**config.mk**
```make
export PLATFORM = sky130hd
export DESIGN_NAME = rename_stage_flat
export DESIGN_NICKNAME = d
export VERILOG_FILES = /design/src/rtl/rename_pkg.sv /design/src/rtl/rename_stage_if.sv /design/src/rtl/rat_array.sv /design/src/rtl/rename_stage.sv /design/src/flat_wrapper.sv
export SDC_FILE = /design/constraint.sdc
export NUM_CORES = 2
export LEC_CHECK = 0
export CORE_AREA = 2 2 405 407
export CTS_BUF_LIST = sky130_fd_sc_hd__clkbuf_16
export DETAILED_ROUTE_END_ITERATION = 10
export DIE_AREA = 0 0 407 409
export GPL_ROUTABILITY_DRIVEN = 0
export SKIP_CTS_REPAIR_TIMING = 1
export SLEW_MARGIN = 0
export SYNTH_ARGS = -nofsm -noshare
export SYNTH_HDL_FRONTEND = slang
export SYNTH_SLANG_ARGS = --single-unit
```
**constraint.sdc**
```tcl
create_clock -name clk -period 4.5 [get_ports clk]
set_input_delay 0.45 -clock clk [delete_from_list [all_inputs] [get_ports clk]]
set_output_delay 0.45 -clock clk [all_outputs]
set_load 0.02 [all_outputs]
```
**src/rtl/rename_pkg.sv**
```systemverilog
// rename_pkg: shared sizes, tag types and the renamed-uop record for the
// two-wide rename stage.
//   NUM_ARCH / NUM_PHYS : architectural registers / physical tags
//   ARCH_W / TAG_W      : index widths (TAG_W has one extra bit for SENTINEL)
//   SENTINEL            : tag meaning "architectural initial value"
package rename_pkg;

   localparam int unsigned NUM_ARCH = 32;
   localparam int unsigned NUM_PHYS = 128;
   localparam int unsigned ARCH_W   = $clog2(NUM_ARCH);
   localparam int unsigned TAG_W    = $clog2(NUM_PHYS) + 1;

   typedef logic [ARCH_W-1:0] arch_t;
   typedef logic [TAG_W-1:0]  tag_t;

   // Never issued by the free list, so it can never alias a live tag.
   localparam tag_t SENTINEL = tag_t'(NUM_PHYS);

   typedef struct packed {
      tag_t psrc1;
      tag_t psrc2;
      tag_t pdst;
      tag_t old_pdst;
      logic wr;
   } renamed_uop_t;

endpackage

```
**src/rtl/rename_stage_if.sv**
```systemverilog
// rename_stage_if: bundles the rename stage's decode input, free-list,
// renamed output, commit and flush signals.
//   master : upstream/downstream environment side
//   slave  : rename_stage side
interface rename_stage_if;
   import rename_pkg::*;

   logic [1:0] in_valid;
   logic       in_ready;
   arch_t      in_src1_0, in_src2_0, in_dst_0;
   arch_t      in_src1_1, in_src2_1, in_dst_1;
   logic       in_wr_0, in_wr_1;

   tag_t       fl_tag_0, fl_tag_1, fl_num_items;
   logic       fl_read_1, fl_read_2;

   logic [1:0] out_valid;
   logic       out_ready;
   tag_t       out_psrc1_0, out_psrc2_0, out_pdst_0, out_old_pdst_0;
   tag_t       out_psrc1_1, out_psrc2_1, out_pdst_1, out_old_pdst_1;
   logic       out_wr_0, out_wr_1;

   logic [1:0] commit_valid;
   arch_t      commit_arch_0, commit_arch_1;
   tag_t       commit_pdst_0, commit_pdst_1;

   logic       flush;

   modport master (
      output in_valid, in_src1_0, in_src2_0, in_dst_0, in_src1_1, in_src2_1, in_dst_1,
      output in_wr_0, in_wr_1, fl_tag_0, fl_tag_1, fl_num_items, out_ready,
      output commit_valid, commit_arch_0, commit_arch_1, commit_pdst_0, commit_pdst_1, flush,
      input  in_ready, fl_read_1, fl_read_2, out_valid,
      input  out_psrc1_0, out_psrc2_0, out_pdst_0, out_old_pdst_0,
      input  out_psrc1_1, out_psrc2_1, out_pdst_1, out_old_pdst_1, out_wr_0, out_wr_1
   );

   modport slave (
      input  in_valid, in_src1_0, in_src2_0, in_dst_0, in_src1_1, in_src2_1, in_dst_1,
      input  in_wr_0, in_wr_1, fl_tag_0, fl_tag_1, fl_num_items, out_ready,
      input  commit_valid, commit_arch_0, commit_arch_1, commit_pdst_0, commit_pdst_1, flush,
      output in_ready, fl_read_1, fl_read_2, out_valid,
      output out_psrc1_0, out_psrc2_0, out_pdst_0, out_old_pdst_0,
      output out_psrc1_1, out_psrc2_1, out_pdst_1, out_old_pdst_1, out_wr_0, out_wr_1
   );

endinterface

```
**src/rtl/rat_array.sv**
```systemverilog
// rat_array: register alias table, NUM_ARCH entries of TAG_W bits.
//   rd_addr/rd_data : 6 asynchronous read ports
//   wr_en/addr/tag  : 2 write ports, port 1 wins on equal address
//   load_en/load_map: bulk load of the whole table (beats the write ports)
//   next_map        : next-state table, used as the source of a bulk copy
// Entry 0 is hardwired: writes to it are dropped.
module rat_array
   import rename_pkg::*;
(
   input  logic       clk,
   input  logic       reset,
   input  arch_t      rd_addr  [6],
   output tag_t       rd_data  [6],
   input  logic [1:0] wr_en,
   input  arch_t      wr_addr  [2],
   input  tag_t       wr_tag   [2],
   input  logic       load_en,
   input  tag_t       load_map [NUM_ARCH],
   output tag_t       next_map [NUM_ARCH]
);

   tag_t map_q [NUM_ARCH];

   always_comb begin
      for (int unsigned i = 0; i < NUM_ARCH; i++) begin
         next_map[i] = load_en ? load_map[i] : map_q[i];
      end
      if (!load_en) begin
         // Ascending loop order lets port 1 overwrite port 0.
         for (int unsigned k = 0; k < 2; k++) begin
            if (wr_en[k] && wr_addr[k] != '0) begin
               next_map[wr_addr[k]] = wr_tag[k];
            end
         end
      end
   end

   always_ff @(posedge clk) begin
      for (int unsigned i = 0; i < NUM_ARCH; i++) begin
         if (reset) begin
            map_q[i] <= SENTINEL;
         end else begin
            map_q[i] <= next_map[i];
         end
      end
   end

   always_comb begin
      for (int unsigned p = 0; p < 6; p++) begin
         rd_data[p] = map_q[rd_addr[p]];
      end
   end

endmodule

```
**src/rtl/rename_stage.sv**
```systemverilog
// rename_stage: two-wide register rename in front of the tag free list.
//   clk, reset : clock, synchronous active-high reset
//   bus        : rename_stage_if.slave -- decode group in (in_*), free-list
//                head tags and pops (fl_*), registered renamed group out
//                (out_*), commit writes (commit_*) and flush.
// A speculative RAT is read for sources and updated at accept; a committed
// RAT follows the commit port and is bulk-copied into the speculative one
// on flush (including the commits of the flush cycle).
module rename_stage
   import rename_pkg::*;
(
   input logic           clk,
   input logic           reset,
   rename_stage_if.slave bus
);

   logic         need_0, need_1, enough, ready, accept;
   logic [1:0]   need;
   tag_t         tag_1;
   renamed_uop_t uop_0, uop_1, uop_0_q, uop_1_q;
   logic [1:0]   out_valid_q;

   arch_t spec_rd_addr [6];
   tag_t  spec_rd_data [6];
   arch_t spec_wr_addr [2];
   tag_t  spec_wr_tag  [2];
   arch_t cmt_rd_addr  [6];
   tag_t  cmt_rd_unused [6];
   arch_t cmt_wr_addr  [2];
   tag_t  cmt_wr_tag   [2];
   tag_t  cmt_next     [NUM_ARCH];
   tag_t  spec_next_unused [NUM_ARCH];
   tag_t  blank_map    [NUM_ARCH];

   assign need_0 = bus.in_valid[0] && bus.in_wr_0 && (bus.in_dst_0 != '0);
   assign need_1 = bus.in_valid[1] && bus.in_wr_1 && (bus.in_dst_1 != '0);
   assign need   = {1'b0, need_0} + {1'b0, need_1};
   assign enough = bus.fl_num_items >= tag_t'(need);

   assign ready  = !reset && !bus.flush && (out_valid_q == 2'b00 || bus.out_ready) && enough;
   assign accept = bus.in_valid[0] && ready;

   assign bus.in_ready  = ready;
   assign bus.fl_read_1 = accept && (need == 2'd1);
   assign bus.fl_read_2 = accept && (need == 2'd2);

   // Lane 1 takes the second head tag only when lane 0 consumed the first.
   assign tag_1 = need_0 ? bus.fl_tag_1 : bus.fl_tag_0;

   always_comb begin
      spec_rd_addr[0] = bus.in_src1_0;
      spec_rd_addr[1] = bus.in_src2_0;
      spec_rd_addr[2] = bus.in_dst_0;
      spec_rd_addr[3] = bus.in_src1_1;
      spec_rd_addr[4] = bus.in_src2_1;
      spec_rd_addr[5] = bus.in_dst_1;
      spec_wr_addr[0] = bus.in_dst_0;
      spec_wr_addr[1] = bus.in_dst_1;
      spec_wr_tag[0]  = bus.fl_tag_0;
      spec_wr_tag[1]  = tag_1;
      cmt_wr_addr[0]  = bus.commit_arch_0;
      cmt_wr_addr[1]  = bus.commit_arch_1;
      cmt_wr_tag[0]   = bus.commit_pdst_0;
      cmt_wr_tag[1]   = bus.commit_pdst_1;
      for (int unsigned p = 0; p < 6; p++) begin
         cmt_rd_addr[p] = '0;
      end
      for (int unsigned i = 0; i < NUM_ARCH; i++) begin
         blank_map[i] = SENTINEL;
      end
   end

   always_comb begin
      uop_0.psrc1    = spec_rd_data[0];
      uop_0.psrc2    = spec_rd_data[1];
      uop_0.pdst     = need_0 ? bus.fl_tag_0 : SENTINEL;
      uop_0.old_pdst = need_0 ? spec_rd_data[2] : SENTINEL;
      uop_0.wr       = need_0;

      // Lane 1 sees lane 0's fresh mapping for the same architectural reg.
      uop_1.psrc1    = (need_0 && bus.in_src1_1 == bus.in_dst_0) ? bus.fl_tag_0
                                                                 : spec_rd_data[3];
      uop_1.psrc2    = (need_0 && bus.in_src2_1 == bus.in_dst_0) ? bus.fl_tag_0
                                                                 : spec_rd_data[4];
      uop_1.pdst     = need_1 ? tag_1 : SENTINEL;
      uop_1.old_pdst = !need_1 ? SENTINEL :
                       (need_0 && bus.in_dst_1 == bus.in_dst_0) ? bus.fl_tag_0
                                                                : spec_rd_data[5];
      uop_1.wr       = need_1;
   end

   always_ff @(posedge clk) begin
      if (reset) begin
         out_valid_q <= 2'b00;
         uop_0_q     <= '0;
         uop_1_q     <= '0;
      end else if (bus.flush) begin
         out_valid_q <= 2'b00;
      end else if (accept) begin
         out_valid_q <= bus.in_valid;
         uop_0_q     <= uop_0;
         uop_1_q     <= uop_1;
      end else if (bus.out_ready) begin
         out_valid_q <= 2'b00;
      end
   end

   assign bus.out_valid      = out_valid_q;
   assign bus.out_psrc1_0    = uop_0_q.psrc1;
   assign bus.out_psrc2_0    = uop_0_q.psrc2;
   assign bus.out_pdst_0     = uop_0_q.pdst;
   assign bus.out_old_pdst_0 = uop_0_q.old_pdst;
   assign bus.out_wr_0       = uop_0_q.wr;
   assign bus.out_psrc1_1    = uop_1_q.psrc1;
   assign bus.out_psrc2_1    = uop_1_q.psrc2;
   assign bus.out_pdst_1     = uop_1_q.pdst;
   assign bus.out_old_pdst_1 = uop_1_q.old_pdst;
   assign bus.out_wr_1       = uop_1_q.wr;

   rat_array u_spec_rat (
      .clk      (clk),
      .reset    (reset),
      .rd_addr  (spec_rd_addr),
      .rd_data  (spec_rd_data),
      .wr_en    ({accept && need_1, accept && need_0}),
      .wr_addr  (spec_wr_addr),
      .wr_tag   (spec_wr_tag),
      .load_en  (bus.flush),
      .load_map (cmt_next),
      .next_map (spec_next_unused)
   );

   rat_array u_cmt_rat (
      .clk      (clk),
      .reset    (reset),
      .rd_addr  (cmt_rd_addr),
      .rd_data  (cmt_rd_unused),
      .wr_en    (bus.commit_valid),
      .wr_addr  (cmt_wr_addr),
      .wr_tag   (cmt_wr_tag),
      .load_en  (1'b0),
      .load_map (blank_map),
      .next_map (cmt_next)
   );

endmodule
```
**src/flat_wrapper.sv**
```systemverilog
// flat-port wrapper written by rule: the top's interface ports become plain ports
module rename_stage_flat import rename_pkg::*;
  (clk, reset, bus_in_valid, bus_in_src1_0, bus_in_src2_0, bus_in_dst_0, bus_in_src1_1, bus_in_src2_1, bus_in_dst_1, bus_in_wr_0, bus_in_wr_1, bus_fl_tag_0, bus_fl_tag_1, bus_fl_num_items, bus_out_ready, bus_commit_valid, bus_commit_arch_0, bus_commit_arch_1, bus_commit_pdst_0, bus_commit_pdst_1, bus_flush, bus_in_ready, bus_fl_read_1, bus_fl_read_2, bus_out_valid, bus_out_psrc1_0, bus_out_psrc2_0, bus_out_pdst_0, bus_out_old_pdst_0, bus_out_psrc1_1, bus_out_psrc2_1, bus_out_pdst_1, bus_out_old_pdst_1, bus_out_wr_0, bus_out_wr_1);
  rename_stage_if bus_i ();
  input logic clk;
  input logic reset;
  input wire logic [$bits(bus_i.in_valid)-1:0] bus_in_valid;
  input wire logic [$bits(bus_i.in_src1_0)-1:0] bus_in_src1_0;
  input wire logic [$bits(bus_i.in_src2_0)-1:0] bus_in_src2_0;
  input wire logic [$bits(bus_i.in_dst_0)-1:0] bus_in_dst_0;
  input wire logic [$bits(bus_i.in_src1_1)-1:0] bus_in_src1_1;
  input wire logic [$bits(bus_i.in_src2_1)-1:0] bus_in_src2_1;
  input wire logic [$bits(bus_i.in_dst_1)-1:0] bus_in_dst_1;
  input wire logic [$bits(bus_i.in_wr_0)-1:0] bus_in_wr_0;
  input wire logic [$bits(bus_i.in_wr_1)-1:0] bus_in_wr_1;
  input wire logic [$bits(bus_i.fl_tag_0)-1:0] bus_fl_tag_0;
  input wire logic [$bits(bus_i.fl_tag_1)-1:0] bus_fl_tag_1;
  input wire logic [$bits(bus_i.fl_num_items)-1:0] bus_fl_num_items;
  input wire logic [$bits(bus_i.out_ready)-1:0] bus_out_ready;
  input wire logic [$bits(bus_i.commit_valid)-1:0] bus_commit_valid;
  input wire logic [$bits(bus_i.commit_arch_0)-1:0] bus_commit_arch_0;
  input wire logic [$bits(bus_i.commit_arch_1)-1:0] bus_commit_arch_1;
  input wire logic [$bits(bus_i.commit_pdst_0)-1:0] bus_commit_pdst_0;
  input wire logic [$bits(bus_i.commit_pdst_1)-1:0] bus_commit_pdst_1;
  input wire logic [$bits(bus_i.flush)-1:0] bus_flush;
  output wire logic [$bits(bus_i.in_ready)-1:0] bus_in_ready;
  output wire logic [$bits(bus_i.fl_read_1)-1:0] bus_fl_read_1;
  output wire logic [$bits(bus_i.fl_read_2)-1:0] bus_fl_read_2;
  output wire logic [$bits(bus_i.out_valid)-1:0] bus_out_valid;
  output wire logic [$bits(bus_i.out_psrc1_0)-1:0] bus_out_psrc1_0;
  output wire logic [$bits(bus_i.out_psrc2_0)-1:0] bus_out_psrc2_0;
  output wire logic [$bits(bus_i.out_pdst_0)-1:0] bus_out_pdst_0;
  output wire logic [$bits(bus_i.out_old_pdst_0)-1:0] bus_out_old_pdst_0;
  output wire logic [$bits(bus_i.out_psrc1_1)-1:0] bus_out_psrc1_1;
  output wire logic [$bits(bus_i.out_psrc2_1)-1:0] bus_out_psrc2_1;
  output wire logic [$bits(bus_i.out_pdst_1)-1:0] bus_out_pdst_1;
  output wire logic [$bits(bus_i.out_old_pdst_1)-1:0] bus_out_old_pdst_1;
  output wire logic [$bits(bus_i.out_wr_0)-1:0] bus_out_wr_0;
  output wire logic [$bits(bus_i.out_wr_1)-1:0] bus_out_wr_1;
  assign bus_i.in_valid = bus_in_valid;
  assign bus_i.in_src1_0 = bus_in_src1_0;
  assign bus_i.in_src2_0 = bus_in_src2_0;
  assign bus_i.in_dst_0 = bus_in_dst_0;
  assign bus_i.in_src1_1 = bus_in_src1_1;
  assign bus_i.in_src2_1 = bus_in_src2_1;
  assign bus_i.in_dst_1 = bus_in_dst_1;
  assign bus_i.in_wr_0 = bus_in_wr_0;
  assign bus_i.in_wr_1 = bus_in_wr_1;
  assign bus_i.fl_tag_0 = bus_fl_tag_0;
  assign bus_i.fl_tag_1 = bus_fl_tag_1;
  assign bus_i.fl_num_items = bus_fl_num_items;
  assign bus_i.out_ready = bus_out_ready;
  assign bus_i.commit_valid = bus_commit_valid;
  assign bus_i.commit_arch_0 = bus_commit_arch_0;
  assign bus_i.commit_arch_1 = bus_commit_arch_1;
  assign bus_i.commit_pdst_0 = bus_commit_pdst_0;
  assign bus_i.commit_pdst_1 = bus_commit_pdst_1;
  assign bus_i.flush = bus_flush;
  assign bus_in_ready = bus_i.in_ready;
  assign bus_fl_read_1 = bus_i.fl_read_1;
  assign bus_fl_read_2 = bus_i.fl_read_2;
  assign bus_out_valid = bus_i.out_valid;
  assign bus_out_psrc1_0 = bus_i.out_psrc1_0;
  assign bus_out_psrc2_0 = bus_i.out_psrc2_0;
  assign bus_out_pdst_0 = bus_i.out_pdst_0;
  assign bus_out_old_pdst_0 = bus_i.out_old_pdst_0;
  assign bus_out_psrc1_1 = bus_i.out_psrc1_1;
  assign bus_out_psrc2_1 = bus_i.out_psrc2_1;
  assign bus_out_pdst_1 = bus_i.out_pdst_1;
  assign bus_out_old_pdst_1 = bus_i.out_old_pdst_1;
  assign bus_out_wr_0 = bus_i.out_wr_0;
  assign bus_out_wr_1 = bus_i.out_wr_1;
  rename_stage u_core (.clk(clk), .reset(reset), .bus(bus_i));
endmodule
```
==> flow_metrics.env <==
export IMPL_ff_latch_area_mm2=0.0116
export IMPL_clockBufferDepth=3
export IMPL_fin_nets=4293
export IMPL_rsz0062_at_grt="no"
export IMPL_grt_pass1_wl_um=298000
export IMPL_worst_pin_slew_ns=1.50
export IMPL_drt_iter0_markers=8467
export IMPL_critical_path_max_stage_delay_ns=0.66
export IMPL_die_w_um=407
export IMPL_worstPathRequired_ns=4.05
export IMPL_p_per_area_mw_per_mm2=302
export IMPL_slew_violations=0
export IMPL_cp_slowest_cell="clkdlybuf4s50_1"
export IMPL_areaGrowthSynthToFinish_pct=17.5
export IMPL_dieArea_mm2=0.166
export IMPL_setup_viol=0
export IMPL_crit_path_end_kind="output port"
export IMPL_crit_path_frequent_cell="buf_4"
export IMPL_root_buffer="clkbuf_16"
export IMPL_hp_class="in2reg"
export IMPL_drt_pre_antenna_iters=9
export IMPL_ys_ff_latch=580
export IMPL_numCtsBuffers=69
export IMPL_fill_cells=16800
export IMPL_leakage_nw=14.3
export IMPL_ant_nets=0
export IMPL_vias=43000
export IMPL_drv_cap=1
export IMPL_skew_ns=0.0290
export IMPL_post_synth_top_area_cell="dfxtp_1"
export IMPL_fin_area_mm2=0.0474
export IMPL_cp_start_kind="primary input"
export IMPL_core_area_mm2=0.162
export IMPL_arrival_ns=3.69
export IMPL_clk_latency_ns=0.66
export IMPL_syn_avg_cell_area_um2=9.54
export IMPL_yosysWarnings=0
export IMPL_antenna_found_initial=26
export IMPL_routedWlPerCell_um=33.0
export IMPL_grt_pass1_vias=39600
export IMPL_violations="max-capacitance violations"
export IMPL_async_flop_share=0
export IMPL_clock_sinks=580
export IMPL_crit_fanout=10
export IMPL_htree_levels=3
export IMPL_max_slew_margin_rel=0.00223
export IMPL_dp_hpwl_um=149000
export IMPL_synth_top_area_frac=0.288
export IMPL_wl_um=213000
export IMPL_portBuffers=160
export IMPL_die_h_um=409
export IMPL_path_class="in2out"
export IMPL_ys_types=75
export IMPL_synth_edf_count=0
export IMPL_gr_total_overflow=0
export IMPL_path_clk_slew_ns=0.06
export IMPL_route_detailed_drc=0
export IMPL_grt_use_total=0.245
export IMPL_multi_input_area_mm2=0.0267
export IMPL_synth_cells=4234
export IMPL_synth_top_cells_by_area="dfxtp_1 29%, mux4_2 20%, mux2i_1 6.8%"
export IMPL_dpl_cell_area_mm2=0.0452
export IMPL_fmaxAchievable_mhz=241
export IMPL_fin_tns_setup_ns=0
export IMPL_syn_nets=4326
export IMPL_synth_area_mm2=0.0404
export IMPL_viasPerCell=6.68
export IMPL_rows=148
export IMPL_hold_viol_final=0
export IMPL_start_util=0.249
export IMPL_status="finished with violations"
export IMPL_yosysSeqAreaShare=0.288
export IMPL_grt_max_degree=94
export IMPL_cts_tree="yes"
export IMPL_ir_worst_vdd_mv=0.318
export IMPL_path_cells="clkdlybuf4s50_1 > buf_4 > nor3_1 > buf_4 > a21boi_0 > buf_4 > nand2_1 > ha_1 > nor4_1 > buf_4 > o211a_4 > nor2_4 > and2_1 > clkdlybuf4s50_1"
export IMPL_ys_flop_type="dfxtp_1"
export IMPL_fin_crit_ns=4.14
export IMPL_io_pins=161
export IMPL_post_route_period_util=0.920
export IMPL_drive_gt1_frac=0.223
worst paths after layout:
check        slack (ns)                    startpoint                             end  depth (start not counted)
max                0.36               bus_in_dst_1[2]                   bus_fl_read_1                         14
min reg2reg        0.45  u_core.u_cmt_rat.map_q[0][7]    u_core.u_cmt_rat.map_q[0][7]                          1
min                0.23                         reset  u_core.u_cmt_rat.map_q[1][109]                          2
max reg2reg        1.08       u_core.bus.out_valid[1]   u_core.u_spec_rat.map_q[8][3]                          7
sequential cells by signal, indices dropped and copies added (netlist names):
signal and flops:
u_core.u_spec_rat.map_q 256, u_core.bus.out_pdst_1 8, u_core.bus.out_valid 2, u_core.bus.out_pdst_0 8, u_core.bus.out_psrc2_0 8, u_core.bus.out_wr_0 1, u_core.bus.out_psrc1_1 8, u_core.u_cmt_rat.map_q 256
u_core.bus.out_psrc2_1 8, u_core.bus.out_old_pdst_0 8, u_core.bus.out_wr_1 1, u_core.bus.out_psrc1_0 8, u_core.bus.out_old_pdst_1 8
critical path, delay by kind of cell:
family          cells  cell delay (ns)
simple gates        5             0.99
fa+ha+maj           1             0.16
compound gates      2             0.23
buf+inv             6             1.85
Yosys cell counts (14+ instances only):
cell type    n
a22oi_1    122
a21oi_1     62
a211o_1     16
a221oi_1   211
o21ai_0    257
nor2_1     306
a41oi_1     36
mux4_2     357
clkbuf_1   426
a221o_1     20
a311oi_1   217
nor3_1     254
nor4_2      28
mux2_2      31
nor2b_1     29
nand2_1    111
buf_2       36
nand2b_1    27
nand4_1     26
o22ai_1     74
o31ai_1     25
or2_2       37
a2bb2oi_1   15
nand3b_1    14
and2_1      15
buf_1      100
nand3_1    264
nor4_1      54
dfxtp_1    580
mux2i_1    276
nor4_4      20
cell usage in the layout, fill, tap and decap left out, drive strengths merged, types with 11 or more instances in the layout:
| cell type | n |
|---|---|
| mux2i | 276 |
| a311oi | 217 |
| mux4 | 357 |
| clkbuf | 71 |
| a41oi | 36 |
| nand2 | 111 |
| a21o | 11 |
| or2 | 38 |
| a22o | 11 |
| nand3 | 264 |
| a2111oi | 11 |
| a31oi | 13 |
| nor2 | 307 |
| o22ai | 74 |
| a21oi | 63 |
| inv | 31 |
| a2bb2oi | 15 |
| buf | 328 |
| nand2b | 27 |
| and2 | 16 |
| clkinv | 31 |
| a221oi | 211 |
| mux2 | 31 |
| nor4 | 102 |
| a221o | 20 |
| o21ai | 258 |
| a22oi | 122 |
| nand3b | 14 |
| nor2b | 29 |
| o31ai | 25 |
| clkdlybuf4s50 | 137 |
| nor3 | 256 |
| dfxtp | 580 |
| nand4 | 26 |
| and3 | 12 |
| a211o | 16 |
through the flow:
step | power, W | utilization | instances | setup WS [ns] | hold slack [ns]
after floorplan | 0.00727 | - | 4234 | 0.111 | 0.414
after global placement | 0.00854 | 0.279 | 6304 | 0.0189 | 0.429
after detailed placement | 0.00857 | 0.279 | 6304 | -0.0171 | 0.433
after CTS | 0.0141 | 0.293 | 6428 | 0.471 | 0.201
after global routing | 0.0145 | 0.293 | 6433 | 0.314 | 0.222
final | 0.0143 | 0.293 | 6438 | 0.358 | 0.229
layer usage:
| metal | part of all wire | up-vias | GRT usage |
|---|---|---|---|
| met5 | 0.0020 | - | 0.0105 |
| met4 | 0.065 | 38 | 0.130 |
| met3 | 0.19 | 907 | 0.130 |
| met2 | 0.39 | 4048 | 0.327 |
| met1 | 0.36 | 21100 | 0.311 |
| li1 | - | 17000 | - |
power by group:
part | leakage (nW) | internal, W | switching [W] | total (W)
Sequential | 4.73 | 0.00533 | 0.000427 | 0.00576
Combinational | 8.45 | 0.00107 | 0.00188 | 0.00295
Clock | 1.12 | 0.00318 | 0.00246 | 0.00563
cells by family (layout without fill, tap and decap cells):
group	count (synthesis)	count (layout)	synth area share
DFF	580	580	0.288
buffers and inverters	584	604	0.0567
xor gates and xnor gates	16	16	0.00347
and+or+nand+nor	1253	1253	0.168
adders and majority gates	2	2	0.000620
other	0	9	0
muxes	664	664	0.276
AOI/OAI and AO/OA	1135	1135	0.207
layout make-up:
cell class	instances	share of cell area
sequential	580	0.245
multi-input combinational	3070	0.563
antenna	9	0.000475
inverter	14	0.00111
clock inverter	54	0.00891
timing repair buffer	466	0.0878
clock buffer	70	0.0369
tap	2175	0.0574
Note: power is estimated with default switching activity, not from simulation.
